<file path="config.mk">
export PLATFORM = sky130hd
export DESIGN_NAME = relu_width_parameterized
export DESIGN_NICKNAME = d
export VERILOG_FILES = /design/src/rtl/relu_width_parameterized.sv
export SDC_FILE = /design/constraint.sdc
export NUM_CORES = 1
export LEC_CHECK = 0
export CAP_MARGIN = 20
export CORE_MARGIN = 2
export CORE_UTILIZATION = 38
export CTS_CLUSTER_SIZE = 24
export DETAILED_ROUTE_END_ITERATION = 8
export PLACE_DENSITY_LB_ADDON = 0.25
export SLEW_MARGIN = 5
export SYNTH_ARGS = -nofsm -noshare
export SYNTH_HDL_FRONTEND = slang
export SYNTH_SLANG_ARGS = --single-unit
export TNS_END_PERCENT = 50
</file>
<file path="constraint.sdc">
create_clock -name clk -period 1.74 [get_ports clk]
set_input_delay 0.174 -clock clk [delete_from_list [all_inputs] [get_ports clk]]
set_output_delay 0.174 -clock clk [all_outputs]
set_load 0.03 [all_outputs]
</file>
<file path="src/rtl/relu_width_parameterized.sv">
// rtl/relu_width_parameterized.sv - registered ReLU for IEEE-754 or signed integer words with valid/ready handshake
module relu_width_parameterized #(
  parameter int WIDTH    = 64,
  parameter int IS_FLOAT = 1
) (
  input  logic             clk,
  input  logic             rst_n,
  input  logic [WIDTH-1:0] num,
  input  logic             in_valid,
  output logic             in_ready,
  output logic [WIDTH-1:0] relu_num,
  output logic             out_valid,
  input  logic             out_ready,
  output logic             clipped,
  output logic             nan_seen
);

  localparam int EXP_W  = (WIDTH == 16) ? 5 : (WIDTH == 32) ? 8 : 11;
  localparam int MANT_W = WIDTH - 1 - EXP_W;
  // Positive quiet NaN: exponent all ones, only the mantissa MSB set.
  localparam logic [WIDTH-1:0] CANON_NAN = {1'b0, {EXP_W{1'b1}}, 1'b1, {(MANT_W-1){1'b0}}};

  logic [EXP_W-1:0]  exp_field;
  logic [MANT_W-1:0] mant_field;
  logic              is_nan;
  logic              is_neg;
  logic              accept;
  logic [WIDTH-1:0]  next_num;

  assign exp_field  = num[WIDTH-2 -: EXP_W];
  assign mant_field = num[MANT_W-1:0];
  assign is_nan     = (IS_FLOAT != 0) && (&exp_field) && (|mant_field);
  assign is_neg     = num[WIDTH-1] && !is_nan;
  assign next_num   = is_nan ? CANON_NAN : (is_neg ? '0 : num);

  assign in_ready = !out_valid || out_ready;
  assign accept   = in_valid && in_ready;

  always_ff @(posedge clk or negedge rst_n) begin
    if (!rst_n) begin
      out_valid <= 1'b0;
      relu_num  <= '0;
      clipped   <= 1'b0;
      nan_seen  <= 1'b0;
    end else if (accept) begin
      out_valid <= 1'b1;
      relu_num  <= next_num;
      clipped   <= is_neg;
      nan_seen  <= is_nan;
    end else if (out_ready) begin
      out_valid <= 1'b0;
    end
  end

endmodule

</file>
# Word level (Yosys, flattened, before mapping)
# Cells that the tools add are included.
# Widths: inputs -> output; s select.
[word_totals] regBits=67 input_bits=68 out_inout_bits=68 wordCells=17
[op_classes] mux=4 n_reduce_logical=9
[op_table] operator="$mux 64" count=2
[op_table] operator="$reduce_or 52->1" count=1
[op_table] operator="$reduce_and 11->1" count=1
[op_table] operator="$logic_and 1x1->1" count=3
[op_table] operator="$logic_not 1->1" count=2
[op_table] operator="$mux 1" count=2
[op_table] operator="$reduce_bool 2->1" count=1
[op_table] operator="$logic_or 1x1->1" count=1

# Depth between registers and ports, before layout
# Gate-level depths: netlist (run 1).
[depth] word_depth=6 mapped_depth=6 depth_no_buf=4

# Worst setup path after synthesis (run 1)
# OpenSTA, ideal clock, no wires.
[synth_path] path_type="reg2reg" startpoint="reg out_valid" endpoint="reg relu_num[54]" setup_time_ps=143 arrival_time_ps=1702 required_time_ps=1597 slack_ps=-105 path_stages_with_launch=6 path_buffers=2 period_less_slack_ps=1845 path_cell_list="dfrtp_1 -> nand2b_1 -> nand2_1 -> buf_2 -> clkbuf_1 -> o221ai_1"
[synth_via] elab_chain_len=3
[synth_lines] item="from (decl)" line="12" source="output logic out_valid,"
[synth_lines] item="from (signal assigned)" line="41" source="out_valid <= 1'b0;"
[synth_lines] item="from (signal assigned)" line="46" source="out_valid <= 1'b1;"
[synth_lines] item="from (signal assigned)" line="51" source="out_valid <= 1'b0;"
[synth_lines] item="$logic_not 1->1" line="36" source="assign in_ready = !out_valid || out_ready;"
[synth_lines] item="$logic_or 1x1->1" line="36"
[synth_lines] item="via in_ready" line="10" source="output logic in_ready,"
[synth_lines] item="$logic_and 1x1->1" line="37" source="assign accept = in_valid && in_ready;"
[synth_lines] item="to (signal assigned)" line="47" source="relu_num <= next_num;"
[synth_lines] item="to (decl)" line="11" source="output logic [WIDTH-1:0] relu_num,"
# The timed path passes the listed nets, and every way through them passes these cells.
# A chain may end at the register's enable or synchronous reset.

# Final worst setup path (run 1)
[layout_path] startpoint="reg out_valid" endpoint="out in_ready"
[layout_via] elab_chain_len=2
[layout_lines] item="$logic_not 1->1" line="36"
[layout_lines] item="$logic_or 1x1->1" line="36"
[layout_lines] item="to (decl)" line="10"
# No other way between the ends.

==> results.cfg, run 1 <==
[route]
dr.pass1.iters = 4
num_vias = 2426
postRouteAntennaNets = 0
drtIter0Drc = 114
wire_per_inst_microns = 16.74
postRouteWirelength_microns = 7769
drt-vias-per-instance = 5.228
drc = 0

[logic_synthesis]
synth-seq-cells = 67
synth_area_sq_um = 2663
yosysUniqueCellTypes = 19
ys_seq_area_frac = 0.6297
yosys-top-cells-area = dfrtp_1 (63%), a22o_1 (16%), o221ai_1 (3.9%), nand2b_1 (3.3%), nor4_1 (3.1%)
ys_warn_count = 0
synth_top_area_share = 0.6297
synth_fp_nets = 271
synthCells = 203
syn_avg_cell_area_sq_um = 13.12
synth_area_leader_cell = dfrtp_1

[timing]
postLayoutSetupSlackWorst_ps = 70.31
setup_violations = 0
fin_tns_setup_ps = 0
period_needed_ps = 1670
finalHoldViolCount = 0
worst_hold_slack_ps = 408.7
post-route-period-util = 0.9596
slew_violations = 0
tightestPinTransition_ps = 452.7
clock.fmax_mhz = 598.9
rsz0062_at_grt = false
finClkSkew_ps = 4.023
slew_headroom = 0.6982

[cells_and_area]
post-route-util = 0.6761
final_nets = 433
drive_gt1_frac = 0.1603
final_cells = 464
nFillCells = 536
n_antenna_cell = 0
area_growth_syn_to_layout_pct = 72.51
stdcell_area_sq_um = 4593

[flow_run]
max_cap_viol_count = 0

[min_path]
holdCritPathClass = in -> async

[global_routing]
grt_usage = 0.2039
grt_pass1_vias = 2404
antenna_found_initial = 0
grt_max_degree = 37
overflow = 0
grt_pass1_wl_microns = 11940

[placement]
dpl_worst_slack_ps = -377.2
place_congestion = 0.7868
io_buffers = 135
place_area_sq_um = 4339
dp.cells = 449
dp_hpwl_microns = 5651

[setup_path]
crit_family = buffers and inverters
worstSetupEndpointType = output pin
path_cells = nand2b_2 > clkdlybuf4s50_1
critPathArrivalTime_ps = 1500
r2r-end = relu_num[40]$_DFFE_PN0P_
reg2regPathDepth = 5
crit_slowest_cell = clkdlybuf4s50_1
worstSetupStartpoint = out_valid$_DFFE_PN0P_
cp_slowest_stage_delay_ps = 670
worst_setup_path_start_kind = flop
path_buf_inv = 1
crit_type = reg -> out
regToRegStartpoint = out_valid$_DFFE_PN0P_
required_ps = 1570
path_depth = 2
crit_path_end = in_ready
r2r_slack_ps = 310
crit_fanout = 3

[die]
die_h_microns = 87.71
die_w_microns = 87.71
io_pins = 136
start_util = 0.3919
num_rows = 30
die_area_sq_um = 7692
core-area_sq_um = 6794

[cts]
path_clk_slew_ps = 70
cts-root-buf = clkbuf_8
cts_made_buffers = 9
cts.sinks = 67
clkLatencyLatePin_ps = 320
htreeDepth = 3
cts_tree = built
cts_max_path_buffers = 2

[pwr]
ir_worst_vdd_uv = 510.1
cellLeakagePower_nw = 1.974
powerDensity_nw_per_um2 = 939.9
total_power_mw = 4.317

[run_status]
status = finished clean
## registers in the layout, indices dropped and copies added (netlist names)
signal	count
out_valid	1
nan_seen	1
clipped	1
relu_num	64
## cells in the mapped netlist
master         number
dlygate4sd1_1       1
a22o_2              1
nand4_1             4
o21ai_0             1
a2bb2oi_2           1
nor4_4              1
nand2_1            16
clkbuf_1            5
dfrtp_1            67
and2_1              1
nor3_1              1
o221ai_1           12
nor3_2              1
buf_2               7
nor4_1             13
nand2b_1           14
nand3_1             4
buf_6               3
a22o_1             50
## kinds of logic (layout without fill, tap and decap cells)
| logic type | Yosys count | after routing | share of synthesized area |
|---|---|---|---|
| flops | 67 | 67 | 0.6297 |
| compound gates | 65 | 65 | 0.2152 |
| simple gates | 55 | 55 | 0.1189 |
| buf+inv | 16 | 181 | 0.03618 |
## power breakdown
part           total [mW]  leakage (nW)  internal, mW  switching, mW
logic                1.20         0.996         0.585          0.617
registers            1.81         0.874          1.72         0.0906
clock network        1.31         0.104         0.762          0.544
total                4.32          1.97          3.07           1.25
## routing by layer
metal | wire, microns | track usage
met1 | 3446 | 0.2823
met4 | 140 | 0.08671
met3 | 393 | 0.03205
met2 | 3789 | 0.3202
met5 | 0 | 0
## cell type report
type / instances / area [sq um] / share of cell area
clock buffer: 12 / 165.2 / 0.03596
tap: 96 / 120.1 / 0.02615
timing repair buffer: 167 / 1652 / 0.3596
clock inverter: 2 / 35.03 / 0.007627
sequential: 67 / 1677 / 0.3650
multi-input combinational: 120 / 944.7 / 0.2057
## what timing repair did
action,CTS,global route
resized for setup,2,5
pin swaps,0,2
endpoints found under the setup margin,12,14
setup buffers,0,0
endpoints found under the hold margin,67,0
hold buffers,1,0
## placed cells by master, fill, tap and decap left out
master           instances
nand2b_1                13
clkdlybuf4s50_1        134
nor4_1                   6
nand2_2                  1
nand2b_2                 1
nand3_1                  4
bufinv_16                1
nand4_1                  4
nor3_4                   1
buf_4                   26
and2_1                   1
a2bb2oi_2                1
nor4_2                   7
nor3_1                   1
buf_2                    1
nor4_4                   1
clkbuf_8                12
o221ai_1                12
o21ai_0                  1
buf_12                   5
a22o_2                   1
dfrtp_1                 67
a22o_1                  50
dlygate4sd3_1            1
nand2_1                 15
clkinv_2                 1
## tightest hold or removal path, delay by kind of cell
kind	cells	cell delay [ps]
buffers and inverters	3	980
## worst min-delay path by stage
stage | start | endpoint | slack (ps)
3_3_place_gp | rst_n | relu_num[37]$_DFFE_PN0P_ | 230
2_1_floorplan | rst_n | clipped$_DFFE_PN0P_ | -120
4_1_cts | rst_n | relu_num[37]$_DFFE_PN0P_ | 410
6_report | rst_n | relu_num[37]$_DFFE_PN0P_ | 410
3_5_place_dp | rst_n | relu_num[37]$_DFFE_PN0P_ | 230
5_1_grt | rst_n | relu_num[37]$_DFFE_PN0P_ | 460
No activity file was read; power rests on OpenSTA's default activity.
==> inputs of run 2 (changes only) <==
--- a/config.mk
+++ b/config.mk
@@ -5,7 +5,7 @@
 export SDC_FILE = /design/constraint.sdc
 export NUM_CORES = 1
 export LEC_CHECK = 0
-export CAP_MARGIN = 20
+export CAP_MARGIN = 5
 export CORE_MARGIN = 2
 export CORE_UTILIZATION = 38
 export CTS_CLUSTER_SIZE = 24
==> results of run 2 <==
Final layout, timing and power as in run 1 (identical DEF).
